`config.mk`:
```
export PLATFORM = sky130hd
export DESIGN_NAME = mmul_seq
export DESIGN_NICKNAME = d
export VERILOG_FILES = /design/src/rtl/mmul_pkg.sv /design/src/rtl/mmul_addr_gen.sv /design/src/rtl/mmul_seq.sv
export SDC_FILE = /design/constraint.sdc
export NUM_CORES = 1
export LEC_CHECK = 0
export ABC_CLOCK_PERIOD_IN_PS = 7600
export CORE_MARGIN = 5
export CORE_UTILIZATION = 64
export DETAILED_ROUTE_END_ITERATION = 16
export PLACE_DENSITY_LB_ADDON = 0.1
export SLEW_MARGIN = 20
export SYNTH_ARGS = -nofsm -noshare
export SYNTH_HDL_FRONTEND = slang
export SYNTH_HIERARCHICAL = 1
export SYNTH_SLANG_ARGS = --single-unit
```
`constraint.sdc`:
```
create_clock -name clk -period 7.6 [get_ports clk]
set_input_delay 2.28 -clock clk [delete_from_list [all_inputs] [get_ports clk]]
set_output_delay 2.28 -clock clk [all_outputs]
set_load 0.05 [all_outputs]
```
`src/rtl/mmul_pkg.sv`:
```
// Shared command codes, sequencer FSM states and address-map base helpers
// for the matrix-multiply request generator.
package mmul_pkg;

   localparam logic [3:0] CMD_IDLE    = 4'd0;
   localparam logic [3:0] CMD_READ8   = 4'd1;
   localparam logic [3:0] CMD_READ16  = 4'd2;
   localparam logic [3:0] CMD_WRITE32 = 4'd7;

   typedef enum logic [3:0] {
      ST_IDLE   = 4'd0,
      ST_RD_A   = 4'd1,
      ST_WAIT_A = 4'd2,
      ST_RD_B   = 4'd3,
      ST_WAIT_B = 4'd4,
      ST_MAC    = 4'd5,
      ST_WR_HI  = 4'd6,
      ST_WR_LO  = 4'd7,
      ST_WAIT_W = 4'd8,
      ST_DONE   = 4'd9
   } state_t;

   localparam int unsigned A_BASE = 32'd0;

   function automatic int unsigned b_base(input int unsigned m, input int unsigned k);
      return m * k;
   endfunction

   function automatic int unsigned c_base(input int unsigned m, input int unsigned n,
                                          input int unsigned k);
      return m * k + 32'd2 * k * n;
   endfunction

endpackage

```
`src/rtl/mmul_addr_gen.sv`:
```
// Maps loop indices and the request state to a byte address in the A/B/C
// memory map, keeping the index multipliers out of the sequencer FSM.
module mmul_addr_gen
   import mmul_pkg::*;
#(
   parameter int M      = 64,
   parameter int N      = 60,
   parameter int K      = 32,
   parameter int ADDR_W = 19,
   parameter int YW     = 6,
   parameter int XW     = 6,
   parameter int KW     = 5
) (
   input  state_t            state,
   input  logic [YW-1:0]     y,
   input  logic [XW-1:0]     x,
   input  logic [KW-1:0]     k,
   output logic [ADDR_W-1:0] addr
);

   localparam logic [ADDR_W-1:0] BASE_A = ADDR_W'(A_BASE);
   localparam logic [ADDR_W-1:0] BASE_B = ADDR_W'(b_base(M, K));
   localparam logic [ADDR_W-1:0] BASE_C = ADDR_W'(c_base(M, N, K));
   localparam logic [ADDR_W-1:0] N_A    = ADDR_W'(N);
   localparam logic [ADDR_W-1:0] K_A    = ADDR_W'(K);

   logic [ADDR_W-1:0] y_s;
   logic [ADDR_W-1:0] x_s;
   logic [ADDR_W-1:0] k_s;

   assign y_s = ADDR_W'(y);
   assign x_s = ADDR_W'(x);
   assign k_s = ADDR_W'(k);

   // Address of the request issued in the given state; other states park at zero.
   always_comb begin
      addr = {ADDR_W{1'b0}};
      case (state)
         ST_RD_A:  addr = BASE_A + y_s * K_A + k_s;
         ST_RD_B:  addr = BASE_B + ((k_s * N_A + x_s) << 2'd1);
         ST_WR_HI: addr = BASE_C + ((y_s * N_A + x_s) << 2'd2);
         ST_WR_LO: addr = BASE_C + ((y_s * N_A + x_s) << 2'd2);
         default:  addr = {ADDR_W{1'b0}};
      endcase
   end

endmodule

```
`src/rtl/mmul_seq.sv`:
```
// Matrix-multiply sequencer: walks y/x/k like the software loop, issues the
// A/B reads and split C writes to the cache, and accumulates dot products.
module mmul_seq
   import mmul_pkg::*;
#(
   parameter int M      = 64,
   parameter int N      = 60,
   parameter int K      = 32,
   parameter int ADDR_W = 19
) (
   input  logic              clk,
   input  logic              reset,
   input  logic              start,
   output logic              busy,
   output logic              done,
   output logic              req_valid,
   input  logic              req_ready,
   output logic [3:0]        req_cmd,
   output logic [ADDR_W-1:0] req_addr,
   output logic [15:0]       req_wdata,
   input  logic              rsp_valid,
   input  logic [15:0]       rsp_data
);

   localparam int YW = (M > 1) ? $clog2(M) : 1;
   localparam int XW = (N > 1) ? $clog2(N) : 1;
   localparam int KW = (K > 1) ? $clog2(K) : 1;
   localparam logic [YW-1:0] Y_LAST = YW'(M - 1);
   localparam logic [XW-1:0] X_LAST = XW'(N - 1);
   localparam logic [KW-1:0] K_LAST = KW'(K - 1);

   state_t            state_r, state_s;
   logic [YW-1:0]     y_r, y_s;
   logic [XW-1:0]     x_r, x_s;
   logic [KW-1:0]     k_r, k_s;
   logic [31:0]       acc_r, acc_s;
   logic [7:0]        a_r, a_s;
   logic [15:0]       b_r, b_s;
   logic              busy_r, busy_s;
   logic              done_r, done_s;
   logic              valid_r, valid_s;
   logic [3:0]        cmd_r, cmd_s;
   logic [ADDR_W-1:0] addr_r, addr_s;
   logic [15:0]       wdata_r, wdata_s;

   // Next state, loop counters and datapath updates.
   always_comb begin
      state_s = state_r;
      y_s     = y_r;
      x_s     = x_r;
      k_s     = k_r;
      acc_s   = acc_r;
      a_s     = a_r;
      b_s     = b_r;
      case (state_r)
         ST_IDLE: begin
            if (start) begin
               state_s = ST_RD_A;
               y_s     = {YW{1'b0}};
               x_s     = {XW{1'b0}};
               k_s     = {KW{1'b0}};
               acc_s   = 32'd0;
            end else begin
               state_s = ST_IDLE;
            end
         end
         ST_RD_A: begin
            if (valid_r && req_ready) state_s = ST_WAIT_A;
            else                      state_s = ST_RD_A;
         end
         ST_WAIT_A: begin
            if (rsp_valid) begin
               a_s     = rsp_data[7:0];
               state_s = ST_RD_B;
            end else begin
               state_s = ST_WAIT_A;
            end
         end
         ST_RD_B: begin
            if (valid_r && req_ready) state_s = ST_WAIT_B;
            else                      state_s = ST_RD_B;
         end
         ST_WAIT_B: begin
            if (rsp_valid) begin
               b_s     = rsp_data;
               state_s = ST_MAC;
            end else begin
               state_s = ST_WAIT_B;
            end
         end
         ST_MAC: begin
            // 8x16 product fits in 24 bits; the accumulator wraps mod 2^32.
            acc_s = acc_r + {8'd0, ({16'd0, a_r} * {8'd0, b_r})};
            if (k_r != K_LAST) begin
               k_s     = k_r + KW'(1'b1);
               state_s = ST_RD_A;
            end else begin
               state_s = ST_WR_HI;
            end
         end
         ST_WR_HI: begin
            if (valid_r && req_ready) state_s = ST_WR_LO;
            else                      state_s = ST_WR_HI;
         end
         ST_WR_LO: begin
            if (valid_r && req_ready) state_s = ST_WAIT_W;
            else                      state_s = ST_WR_LO;
         end
         ST_WAIT_W: begin
            if (rsp_valid) begin
               acc_s = 32'd0;
               k_s   = {KW{1'b0}};
               if (x_r == X_LAST) begin
                  x_s = {XW{1'b0}};
                  if (y_r == Y_LAST) begin
                     state_s = ST_DONE;
                  end else begin
                     y_s     = y_r + YW'(1'b1);
                     state_s = ST_RD_A;
                  end
               end else begin
                  x_s     = x_r + XW'(1'b1);
                  state_s = ST_RD_A;
               end
            end else begin
               state_s = ST_WAIT_W;
            end
         end
         ST_DONE: state_s = ST_IDLE;
         default: state_s = ST_IDLE;
      endcase
   end

   mmul_addr_gen #(
      .M      (M),
      .N      (N),
      .K      (K),
      .ADDR_W (ADDR_W),
      .YW     (YW),
      .XW     (XW),
      .KW     (KW)
   ) u_addr_gen (
      .state (state_s),
      .y     (y_s),
      .x     (x_s),
      .k     (k_s),
      .addr  (addr_s)
   );

   // Output values for the state being entered, so every output is a flop.
   always_comb begin
      busy_s  = 1'b1;
      done_s  = 1'b0;
      valid_s = 1'b0;
      cmd_s   = CMD_IDLE;
      wdata_s = 16'd0;
      case (state_s)
         ST_IDLE: busy_s = 1'b0;
         ST_RD_A: begin
            valid_s = 1'b1;
            cmd_s   = CMD_READ8;
         end
         ST_RD_B: begin
            valid_s = 1'b1;
            cmd_s   = CMD_READ16;
         end
         ST_WR_HI: begin
            valid_s = 1'b1;
            cmd_s   = CMD_WRITE32;
            wdata_s = acc_s[31:16];
         end
         ST_WR_LO: begin
            valid_s = 1'b1;
            cmd_s   = CMD_WRITE32;
            wdata_s = acc_s[15:0];
         end
         ST_DONE: begin
            busy_s = 1'b0;
            done_s = 1'b1;
         end
         default: busy_s = 1'b1;
      endcase
   end

   // State, counters, accumulator and output registers.
   always_ff @(posedge clk or posedge reset) begin
      if (reset) begin
         state_r <= ST_IDLE;
         y_r     <= {YW{1'b0}};
         x_r     <= {XW{1'b0}};
         k_r     <= {KW{1'b0}};
         acc_r   <= 32'd0;
         a_r     <= 8'd0;
         b_r     <= 16'd0;
         busy_r  <= 1'b0;
         done_r  <= 1'b0;
         valid_r <= 1'b0;
         cmd_r   <= CMD_IDLE;
         addr_r  <= {ADDR_W{1'b0}};
         wdata_r <= 16'd0;
      end else begin
         state_r <= state_s;
         y_r     <= y_s;
         x_r     <= x_s;
         k_r     <= k_s;
         acc_r   <= acc_s;
         a_r     <= a_s;
         b_r     <= b_s;
         busy_r  <= busy_s;
         done_r  <= done_s;
         valid_r <= valid_s;
         cmd_r   <= cmd_s;
         addr_r  <= addr_s;
         wdata_r <= wdata_s;
      end
   end

   assign busy      = busy_r;
   assign done      = done_r;
   assign req_valid = valid_r;
   assign req_cmd   = cmd_r;
   assign req_addr  = addr_r;
   assign req_wdata = wdata_r;

endmodule

```
-- Word level (Yosys, flattened, before mapping)
Cells that the tools add are included.
- flip-flop bits (word level): 119
- output and inout bits: 42
- logic and storage cells: 83
- reductions and logical operators: 8
- add/subtract/negate cells: 9
- mux-type cells: 34
- eq/ne operators: 16
- multipliers: 3
- operator list (kind ; number):
    one-hot mux 32 bit (3 select lines) ; 1
    2-to-1 mux 32 bit ; 2
    one-hot mux 19 bit (3 select lines) ; 1
    2-to-1 mux 6 bit ; 7
    one-hot mux 4 bit (9 select lines) ; 1
    adder 32 x 24 -> 32 bit ; 1
    one-hot mux 16 bit (2 select lines) ; 1
    equality test 4 x 3 -> 1 bit (second input constant) ; 6
    multiplier 8 x 16 -> 24 bit ; 1
    one-hot mux 6 bit (2 select lines) ; 2
    adder 12 x 19 -> 19 bit (first input constant) ; 1
    adder 13 x 19 -> 19 bit (first input constant) ; 1
    adder 18 x 6 -> 18 bit ; 1
    adder 17 x 6 -> 17 bit ; 1
    2-to-1 mux 4 bit ; 4
    2-to-1 mux 5 bit ; 3
    one-hot mux 5 bit (3 select lines) ; 1
    adder 11 x 5 -> 12 bit ; 1
    adder 6 x 1 -> 6 bit (second input constant) ; 2
    equality test 4 x 2 -> 1 bit (second input constant) ; 3
    equality test 6 bit (second input constant) ; 2
    multiplier 6 x 4 -> 10 bit (second input constant) ; 1
    multiplier 5 x 4 -> 9 bit (second input constant) ; 1
    one-hot mux 3 bit (3 select lines) ; 1
    other kinds (12) ; 24

-- Logic depth before layout (Yosys ltp)
Gate-level depths: netlist (run 1).
- depth after elaboration: 9
- depth in mapped cells: 23

-- Modules after synthesis
The synthesis (run 1) kept the hierarchy.
- modules (own cells, without submodules) (module ; instances ; seq. area each (µm²) ; cells an instance ; area an instance (µm²)):
    mmul_seq ; 1 ; 2952.8 ; 1043 ; 9862.0
    mmul_addr_gen ; 1 ; 0.0 ; 250 ; 2068.2

-- Worst setup path before layout (run 1)
OpenSTA, ideal clock, no wires.
- path type: input-to-reg
- start point: in rsp_valid
- end point: reg addr_r[12], in the netlist req_addr[12]
- setup slack: 0.775 ns
- arrival: 6.698 ns
- stages: 23
- library setup time: 0.127 ns
- buffers on the path: 3
- path through: clkbuf_1 -> mux2_2 -> nand2_1 -> a21o_1 -> clkbuf_1 -> clkbuf_1 -> a21oi_1 -> nor2_1 -> fa_1 -> inv_1 -> fa_1 -> inv_1 -> ha_1 -> a21o_1 -> a21oi_1 -> o21bai_1 -> a21oi_1 -> xor2_1 -> nor2_1 -> xnor2_1 -> ha_1 -> nand2_1 -> o21ai_1
- word-level cells in the longest chain between the ends: 6
- elaborated cells between the ends (all ways): 22
- RTL lines (element ; line ; RTL):
    start, declared ; mmul_seq.sv:21 ; input logic rsp_valid,
    2-to-1 mux 5 bit ; mmul_seq.sv:110 ; if (rsp_valid) begin
    one-hot mux 5 bit (3 select lines) ; mmul_seq.sv:55 ; case (state_r)
    named net k_s[2] ; mmul_seq.sv:35 ; logic [KW-1:0] k_r, k_s;
    multiplier 5 x 4 -> 9 bit ; mmul_addr_gen.sv:40 ; ST_RD_B: addr = BASE_B + ((k_s * N_A + x_s) << 2'd1);
    adder 18 x 6 -> 18 bit ; mmul_addr_gen.sv:40 ;
    adder 12 x 19 -> 19 bit ; mmul_addr_gen.sv:40 ;
    one-hot mux 19 bit (3 select lines) ; mmul_addr_gen.sv:38 ; case (state)
    named net addr_s[12] ; mmul_seq.sv:43 ; logic [ADDR_W-1:0] addr_r, addr_s;
    end signal, assigned ; mmul_seq.sv:199 ; addr_r <= {ADDR_W{1'b0}};
    end signal, assigned ; mmul_seq.sv:213 ; addr_r <= addr_s;
    end, declared ; mmul_seq.sv:43 ;
The timed path passes the listed nets, and every way through them passes these cells.
A chain may end at the register's enable or synchronous reset.

-- Worst setup path after layout (run 1)
- start point: in start
- end point: reg addr_r[12], in the netlist req_addr[12]
- word-level cells in the longest chain between the ends: 6
- elaborated cells between the ends (all ways): 20
- RTL lines (element ; line ; RTL):
    start, declared ; mmul_seq.sv:13 ; input logic start,
    2-to-1 mux 6 bit ; mmul_seq.sv:57 ; if (start) begin
    one-hot mux 6 bit (2 select lines) ; mmul_seq.sv:55 ;
    named net y_s[1] ; mmul_seq.sv:33 ; logic [YW-1:0] y_r, y_s;
    multiplier 6 x 4 -> 10 bit ; mmul_addr_gen.sv:41, mmul_addr_gen.sv:42 ;
    adder 17 x 6 -> 17 bit ; mmul_addr_gen.sv:41, mmul_addr_gen.sv:42 ;
    adder 13 x 19 -> 19 bit ; mmul_addr_gen.sv:41, mmul_addr_gen.sv:42 ;
    one-hot mux 19 bit (3 select lines) ; mmul_addr_gen.sv:38 ;
    named net addr_s[12] ; mmul_seq.sv:43 ;
The timed path passes the listed nets, and every way through them passes these cells.

==> out/qor.yml, run 1 <==
final_min_period_over_clock_period_pct: 90.2
syn-mean-instance-area_um2: 9.23
post_synth_main_area_contributors: "sky130_fd_sc_hd__dfrtp_1 25%, sky130_fd_sc_hd__fa_1 21%, sky130_fd_sc_hd__ha_1 9.1%"
synth_largest_type_area_fraction_pct: 24.8
design.die.area_um2: 21500
hold_viol: 0
pin_count: 63
drt_drc_violations_left: 0
timing.critical_path.from: "start"
cts_buffer_depth: 2
hold_depth: 2
route.detailed.vias_per_inst: 5.82
post_cts_buffers: 0
rr_endpoint: "req_wdata[4]$_DFF_PP0_"
multi_input_area_um2: 8020
synth_most_common_cell: "sky130_fd_sc_hd__inv_1"
max_slew_margin_pct: 40.2
number_of_antenna_violations_at_the_first_check_in_global_routing: 0
worst_pin_slew_ps: 896
critical_path_peak_fanout: 7
finalMaxSlewViolations: 0
dominantRegCellSynth: "sky130_fd_sc_hd__dfrtp_1"
timing.critical_path.to: "req_addr[12]$_DFF_PP0_"
start_of_the_worst_register_to_register_path: "a_r[6]$_DFFE_PP0P_"
i_o_buffers: 61
count_of_flip_flops_with_a_built_in_enable_after_synthesis: 0
clkSlewWorstSetupHoldPaths_ps: 60
area.sequential_um2: 2950
post_cts_hold_buffer_count: 0
synth_top_area_cell: "sky130_fd_sc_hd__dfrtp_1"
drt_first_iter_violations: 596
fraction_of_layout_cells_with_a_size_suffix_above_1_pct: 7.94
setup_viol: 0
reg2reg_setup_slack_ps: 1760
clock_sinks: 118
setup.worst_path.end_class: "flop"
vias: 9276
stdcell_count: 1594
critPathArrivalTime_ps: 7150
post_drt_wl_per_cell_um: 17.9
dp_hpwl_um: 22200
htreeDepth: 4
total_number_of_placement_rows: 50
drt_pass1_iterations: 5
cts.root.buffer_cell: "sky130_fd_sc_hd__clkbuf_16"
fin_tns_setup_ps: 0
sequential_element_share_of_the_synthesized_area_pct: 24.8
path_class: "in2reg"
gr-usage-all-layers_pct: 28.1
gp_routability_congestion: 0.931
pre_cts_slack_ps: 326
asyncSetResetFlopFracSynth_pct: 100
grt_max_degree: 64
postRouteAntennaNets: 0
ys.warnings.count: 6
starting_density_of_the_core_pct: 64.4
max-cap-violations: 0
worstSkewPairLatency_ps: 430
synthDistinctLibCells: 93
finClkSkew_ps: 8.99
period_needed_ps: 6850
cts_tree: "yes"
insertedDiodeCount: 0
min-delay-path-class: "reg2reg"
netlist_instances: 1293
run_status: "finished, final reports clean"
yosys-top-cells-count: "218 x sky130_fd_sc_hd__inv_1, 141 x sky130_fd_sc_hd__nand2_1, 124 x sky130_fd_sc_hd__fa_1, 118 x sky130_fd_sc_hd__dfrtp_1, 87 x sky130_fd_sc_hd__ha_1"
first_global_vias: 9601
fmax_mhz: 146
rsz0062_at_grt: "no"
routed_wirelength_um: 28600
grt_first_pass_wirelength_um: 48600
startpoint_types: "input pin"
placeableCoreArea_um2: 18500
area_growth_pct: 11.9
hold-worst-slack_ps: 503
timing.final.ws_setup_ps: 748
worstRegToRegCells: 15
floorplan.die.height_um: 147
globalRoute.totalOverflow: 0
syn-cell-area_um2: 11900
num-fill-cells: 1398
required_worst_endpoint_ps: 7900
placedCellCount: 1562
finalNetCount: 1579
number_of_storage_elements_in_the_synthesis_netlist: 118
cts_resized: 0
die_w_um: 147
cts-buffers-inserted: 17
==> area by class of cell <==
| type | instances | area share [%] |
|---|---|---|
| Multi-Input combinational cell | 917 | 60.0 |
| Tap cell | 234 | 2.19 |
| Timing Repair Buffer | 74 | 5.31 |
| Sequential cell | 118 | 22.1 |
| Clock inverter | 14 | 0.872 |
| Clock buffer | 18 | 3.29 |
| Inverter | 219 | 6.18 |
==> worst max-delay path: stages <==
cell                              delay (ps)
sky130_fd_sc_hd__clkdlybuf4s50_1         440
sky130_fd_sc_hd__o21ai_1                 410
sky130_fd_sc_hd__inv_1                   170
sky130_fd_sc_hd__nand2_1                 110
sky130_fd_sc_hd__a22o_1                  260
sky130_fd_sc_hd__fa_1                    500
sky130_fd_sc_hd__fa_1                    530
sky130_fd_sc_hd__inv_1                    60
sky130_fd_sc_hd__fa_1                    500
sky130_fd_sc_hd__inv_1                    40
sky130_fd_sc_hd__ha_1                    310
sky130_fd_sc_hd__o21ai_0                  80
sky130_fd_sc_hd__nor2_1                   70
sky130_fd_sc_hd__o21ai_1                 300
sky130_fd_sc_hd__xnor2_1                 110
sky130_fd_sc_hd__ha_1                    290
sky130_fd_sc_hd__o21a_1                  230
sky130_fd_sc_hd__o221ai_2                160
sky130_fd_sc_hd__xor2_1                  200
sky130_fd_sc_hd__o21ai_1                  80
==> cells in the final DEF (no fill, tap or decap), types with 15 or more instances in the layout <==
| cell | n |
|---|---|
| sky130_fd_sc_hd__nand2_1 | 141 |
| sky130_fd_sc_hd__a21oi_1 | 49 |
| sky130_fd_sc_hd__mux2_2 | 27 |
| sky130_fd_sc_hd__xnor2_1 | 21 |
| sky130_fd_sc_hd__nand3_1 | 19 |
| sky130_fd_sc_hd__fa_1 | 124 |
| sky130_fd_sc_hd__and2_1 | 79 |
| sky130_fd_sc_hd__o21ai_0 | 55 |
| sky130_fd_sc_hd__ha_1 | 87 |
| sky130_fd_sc_hd__dfrtp_1 | 118 |
| sky130_fd_sc_hd__a21o_1 | 19 |
| sky130_fd_sc_hd__inv_1 | 217 |
| sky130_fd_sc_hd__nor2_1 | 50 |
| sky130_fd_sc_hd__o22ai_1 | 15 |
| sky130_fd_sc_hd__clkbuf_16 | 17 |
| sky130_fd_sc_hd__xor2_1 | 21 |
| sky130_fd_sc_hd__clkdlybuf4s50_1 | 61 |
==> kinds of logic after synthesis <==
kind of cell             synth area share, %
AO/OA/AOI/OAI                           14.1
XOR/XNOR                                3.22
other                                 0.0629
buffers and inverters                   8.38
AND/OR/NAND/NOR                         16.7
multiplexers                            2.80
flip-flops                              24.8
adder cells (fa/ha/maj)                 29.9
==> through the flow <==
| step | cell area, um2 | util [%] |
|---|---|---|
| after floorplan | 11900 | - |
| after global placement | 12800 | 69.0 |
| after detailed placement | 12800 | 69.0 |
| after CTS | 13300 | 72.0 |
| after global routing | 13300 | 72.1 |
| final | 13300 | 72.1 |
==> layer usage <==
| layer | share of wire [%] | track usage (%) | vias up |
|---|---|---|---|
| li1 | - | - | 4352 |
| met1 | 41 | 35.8 | 4584 |
| met2 | 51 | 49.0 | 289 |
| met3 | 5.0 | 4.59 | 51 |
| met4 | 2.6 | 9.41 | 0 |
| met5 | 0 | 0 | - |
==> flip-flops by register name, indices dropped and copies added, names as in the netlist, 4 cells and up <==
name	count
acc_r	32
req_wdata	16
y_r	6
a_r	8
b_r	16
state_r	4
req_addr	19
k_r	5
x_r	6
==> worst min-delay path by stage <==
| stage | startpoint | end | slack (ps) |
|---|---|---|---|
| final | acc_r[22]$_DFF_PP0_ | acc_r[22]$_DFF_PP0_ | 500 |
| after detailed placement | acc_r[22]$_DFF_PP0_ | acc_r[22]$_DFF_PP0_ | 490 |
| after global routing | acc_r[22]$_DFF_PP0_ | acc_r[22]$_DFF_PP0_ | 540 |
| after floorplan | acc_r[22]$_DFF_PP0_ | acc_r[22]$_DFF_PP0_ | 460 |
| after global placement | acc_r[22]$_DFF_PP0_ | acc_r[22]$_DFF_PP0_ | 480 |
| after CTS | acc_r[22]$_DFF_PP0_ | acc_r[22]$_DFF_PP0_ | 500 |
Power of run 1 is left out: the tool's default activity adds up to more than one toggle a clock period on the data nets, which glitch-free logic cannot reach.
==> run 2, diff against run 1 <==
- CORE_MARGIN: 5 -> default
- CTS_CLUSTER_SIZE: default -> 12
==> run 2 against run 1 <==
The run now ends with DRC left. Global-route usage up 3.8 points. Final area unchanged. Routed wire length fell by 0.95%. Die area decreased by 11%. Cell count shrank 0.25%. Critical path type unchanged. Largest cell class unchanged.
==> out/qor.yml, run 2 (synthesis results as in run 1) <==
run_status: "finished with violations"
failing_checks: "DRC"
gp_routability_congestion: 0.899  # -3.5%
die_w_um: 139  # -5.5%
pin_count: 63  # unchanged
fraction_of_layout_cells_with_a_size_suffix_above_1_pct: 8.01  # +0.068 points
startpoint_types: "input pin"
drt_drc_violations_left: 4  # +4
finalMaxSlewViolations: 0  # unchanged
drt_first_iter_violations: 637  # +6.9%
critPathArrivalTime_ps: 7130  # -20 ps
worstRegToRegCells: 20  # +5
path_class: "in2reg"
i_o_buffers: 61  # unchanged
clkSlewWorstSetupHoldPaths_ps: 60  # about the same
finalNetCount: 1580  # +0.063%
cts_buffer_depth: 2  # unchanged
vias: 9245  # -0.33%
cts_resized: 0  # unchanged
grt_first_pass_wirelength_um: 48300  # -0.68%
starting_density_of_the_core_pct: 66.0  # +1.5 points
most-common-layout-cells: "217 x sky130_fd_sc_hd__inv_1, 141 x sky130_fd_sc_hd__nand2_1, 124 x sky130_fd_sc_hd__fa_1"
first_global_vias: 9554  # -0.49%
post_drt_wl_per_cell_um: 17.8  # -0.70%
number_of_antenna_violations_at_the_first_check_in_global_routing: 0  # unchanged
area_growth_pct: 11.9  # unchanged
period_needed_ps: 6820  # -28.5 ps
flip_flop_count_of_the_largest_register_after_layout: 32  # unchanged
rsz0062_at_grt: "no"
cts_tree: "yes"
max_slew_margin_pct: 26.2  # -14 points
setup_viol: 0  # unchanged
cts-buffers-inserted: 17  # unchanged
grt_max_degree: 66  # +3.1%
cts.root.buffer_cell: "sky130_fd_sc_hd__clkbuf_16"
reg2reg_setup_slack_ps: 1910  # +150 ps
pre_cts_slack_ps: 378  # +52.3 ps
placeableCoreArea_um2: 18100  # -2.3%
hold_depth: 2  # unchanged
design.die.area_um2: 19200  # -11%
route.detailed.vias_per_inst: 5.81  # about the same
clock_sinks: 118  # unchanged
globalRoute.totalOverflow: 0  # unchanged
min_to: "acc_r[25]$_DFF_PP0_"
post_cts_hold_buffer_count: 0  # unchanged
final_min_period_over_clock_period_pct: 89.8  # -0.38 points
timing.final.ws_setup_ps: 777  # +28.5 ps
start_of_the_worst_register_to_register_path: "state_r[3]$_DFF_PP0_"
worst_pin_slew_ps: 1100  # +209 ps
insertedDiodeCount: 0  # unchanged
max-cap-violations: 0  # unchanged
setup.worst_path.end_class: "flop"
postRouteAntennaNets: 0  # unchanged
fmax_mhz: 147  # +0.42%
min-delay-path-class: "reg2reg"
total_number_of_placement_rows: 49  # -2.0%
drt_pass1_iterations: 13  # +8
regMostFlops: "acc_r"
fin_tns_setup_ps: 0  # unchanged
mostFrequentLayoutCell: "sky130_fd_sc_hd__inv_1"
post_cts_buffers: 0  # unchanged
finClkSkew_ps: 8.27  # -0.715 ps
critical_path_peak_fanout: 10  # +3
gr-usage-all-layers_pct: 31.9  # +3.8 points
floorplan.die.height_um: 139  # -5.5%
hp-start: "acc_r[25]$_DFF_PP0_"
required_worst_endpoint_ps: 7910  # about the same
dp_hpwl_um: 21600  # -2.8%
routed_wirelength_um: 28300  # -0.95%
htreeDepth: 4  # unchanged
worstSkewPairLatency_ps: 430  # about the same
hold_viol: 0  # unchanged
num-fill-cells: 1344  # -3.9%
rr_endpoint: "req_addr[12]$_DFF_PP0_"
run 2: cell types whose count changed in the layout (fill, tap and decap cells not counted), sizes merged:
cell and change:
inv +2, clkinv -1, buf +1, clkbuf -1
run 2: worst max path at each step:
stage | start | to | cells past startpoint
floorplan | rsp_valid | req_addr[12]$_DFF_PP0_ | 23
global placement | rsp_valid | req_addr[12]$_DFF_PP0_ | 21
detailed placement | rsp_valid | req_addr[12]$_DFF_PP0_ | 21
CTS | rsp_valid | req_addr[12]$_DFF_PP0_ | 21
global route | rsp_valid | req_addr[12]$_DFF_PP0_ | 21
finish | rsp_valid | req_addr[12]$_DFF_PP0_ | 21
run 2: metrics by stage:
stage,instances,hold slack [ps],utilization (%),instance area [um2]
finish,1590,528,73.8,13300
CTS,1590,526,73.8,13300
detailed placement,1558,511,70.7,12800
floorplan,1295,458,-,11900
global placement,1558,476,70.7,12800
global route,1590,546,73.8,13300
run 2: worst max-delay path: stages:
cell	delay [ps]
sky130_fd_sc_hd__clkdlybuf4s50_1	500
sky130_fd_sc_hd__buf_4	170
sky130_fd_sc_hd__nand3_1	110
sky130_fd_sc_hd__nand2_1	100
sky130_fd_sc_hd__nand2_1	80
sky130_fd_sc_hd__mux2_2	330
sky130_fd_sc_hd__fa_1	530
sky130_fd_sc_hd__fa_1	540
sky130_fd_sc_hd__inv_1	70
sky130_fd_sc_hd__fa_1	520
sky130_fd_sc_hd__inv_1	50
sky130_fd_sc_hd__ha_1	320
sky130_fd_sc_hd__o21ai_0	90
sky130_fd_sc_hd__nor2_1	70
sky130_fd_sc_hd__o21ai_1	310
sky130_fd_sc_hd__xnor2_1	120
sky130_fd_sc_hd__ha_1	290
sky130_fd_sc_hd__o21a_1	220
sky130_fd_sc_hd__o221ai_2	160
sky130_fd_sc_hd__xor2_1	170
sky130_fd_sc_hd__o21ai_1	70
run 2: final cells by class:
class | instances | area, um2 | share of cell area (%)
Tap cell | 229 | 287 | 2.15
Inverter | 219 | 825 | 6.18
Multi-Input combinational cell | 917 | 8010 | 60.0
Clock buffer | 17 | 425 | 3.19
Timing Repair Buffer | 75 | 716 | 5.36
Sequential cell | 118 | 2950 | 22.1
Clock inverter | 15 | 138 | 1.03
run 2: layer usage:
metal	global-route usage, %	vias to the layer above	part of all wire, %
met2	55.3	269	51
li1	-	4351	-
met4	13.1	0	3.5
met3	4.94	62	3.9
met5	0	-	0
met1	40.0	4563	42
Power of run 2 is left out for the same reason.
==> RTL change (settings of run 1) <==
`ADDR_W` is set to 19 in 2 places; all go to 15.
--- a/src/rtl/mmul_addr_gen.sv
+++ b/src/rtl/mmul_addr_gen.sv
@@ -7,5 +7,5 @@
    parameter int N      = 60,
    parameter int K      = 32,
-   parameter int ADDR_W = 19,
+   parameter int ADDR_W = 15,
    parameter int YW     = 6,
    parameter int XW     = 6,
--- a/src/rtl/mmul_seq.sv
+++ b/src/rtl/mmul_seq.sv
@@ -7,5 +7,5 @@
    parameter int N      = 60,
    parameter int K      = 32,
-   parameter int ADDR_W = 19
+   parameter int ADDR_W = 15
 ) (
    input  logic              clk,
Ports: changed (resized req_addr); port bits go from 63 to 59. No check against the original RTL was run, so the function may have changed too.
==> RTL change against run 1 <==
  * Global-route usage fell by 0.63 points
  * Sequential share of layout area fell by 0.51 points
  * Sequential cell count fell by 4
  * Hold slack improved by 0.0021 ns
  * Wire length fell by 2.1%
  * Largest cell class unchanged
  * Setup slack got worse by 0.033 ns
  * Design area fell by 1.1%
  * Via count rose by 0.56%
  * Area after synthesis fell by 1.1%
Power is not shown: default switching activity piles up to over one toggle a cycle in this logic, so the estimate is an artifact.
==> RTL change: results <==
[logic_synthesis]
synthTopCellsByArea = "dfrtp_1, fa_1, ha_1"
synthDistinctLibCells = 90
async_flop_share = 1.00
synth-compound-area-share = 0.157
yosys.area_share.adder = 0.303
synthMuxAreaShare = 0.0291
ys_seq_area_frac = 0.242
synth_fp_nets = 1512
ys_top_cells_by_count = "inv_1, fa_1, nand2_1"
synth_ff_type = "dfrtp_1"
yosys_warnings = 6
synth_xor_xnor_area_share = 0.0275

[run_status]
outcome = "finished, final reports clean"

[global_route]
grt_pass1_vias = 9437
grt_max_degree = 80
grt_pass1_wl_um = 47900
antenna_found_initial = 0
grt_usage = 0.275

[finish]
largest_register_ffs = 32
regMostFlops = "acc_r"
drive_above_1_share = 0.0828
nets = 1559
diodes = 0

[critical_path]
cp_max_fo = 13
crit_slowest_cell = "clkdlybuf4s50_1"
cp.arrival_ns = 7.20
startpoint = "rsp_valid"
r2r_start = "a_r[5]$_DFFE_PP0P_"
cpPeakStageDelay_ns = 0.71

[hold_path]
min_path_type = "reg2reg"
min-delay-start = "acc_r[31]$_DFF_PP0_"

[timing]
relSlewSlack = 0.252
fin_worst_skew_ns = 0.0138

[clock_network]
clockBufferDepth = 2
post-cts-setup-buffers = 0
numCtsBuffers = 17
post_cts_resized = 0
clock_latency_ns = 0.43
clkSlewWorstSetupHoldPaths_ns = 0.06
root_buffer = "clkbuf_16"
htree_num_levels = 4

[routing]
drt-initial-drc-count = 621
firstDrtPassIters = 5
vias = 9328
wl_um = 28000

[placement]
io_buffers = 57
globalplace.congestion = 0.920
dp_hpwl_um = 21100
dp_slack_ns = 0.283
RTL change: cell families after synthesis:
| kind of cell | count (synthesis) |
|---|---|
| other cells | 1 |
| mux | 31 |
| xor+xnor | 37 |
| buf+inv | 260 |
| fa+ha+maj | 211 |
| compound gates | 265 |
| flops | 114 |
| simple gates | 361 |
RTL change: metal layers:
| layer | vias up | global-route usage | part of all wire |
|---|---|---|---|
| met3 | 72 | 0.0617 | 0.066 |
| met4 | 0 | 0.108 | 0.036 |
| met2 | 325 | 0.417 | 0.46 |
| li1 | 4330 | - | - |
| met5 | - | 0 | 0 |
| met1 | 4601 | 0.386 | 0.44 |
RTL change: cell type report:
class	instances	area, sq um
clock buffer	18	439
clock inverter	14	178
fill	1353	4820
inverter	216	816
multi-input combinational	906	7950
sequential	114	2850
tap	229	287
timing repair buffer	72	683
RTL change: worst paths after layout:
path / to / slack, ns / depth (start not counted)
max: req_addr[12]$_DFF_PP0_ / 0.71 / 17
min: acc_r[31]$_DFF_PP0_ / 0.51 / 1
max reg2reg: req_wdata[14]$_DFF_PP0_ / 1.86 / 16
min reg2reg: acc_r[31]$_DFF_PP0_ / 0.51 / 1
max in group asynchronous: k_r[1]$_DFF_PP0_ / 4.27 / 3
min in group asynchronous: a_r[2]$_DFFE_PP0P_ / 2.37 / 2
RTL change: critical path: cells and delay by family:
family / cells / cell delay (ns)
buffers and inverters: 1 / 0.71
AO/OA/AOI/OAI: 4 / 0.88
AND/OR/NAND/NOR: 4 / 0.44
multiplexers: 2 / 0.55
adder cells (fa/ha/maj): 5 / 2.17
XOR/XNOR: 1 / 0.16
RTL change: stage by stage:
step                      cell area (sq um)  cells
after global placement                12600   1537
after global routing                  13200   1569
after detailed placement              12600   1537
after floorplan                       11800   1280
after CTS                             13200   1569
final                                 13200   1569
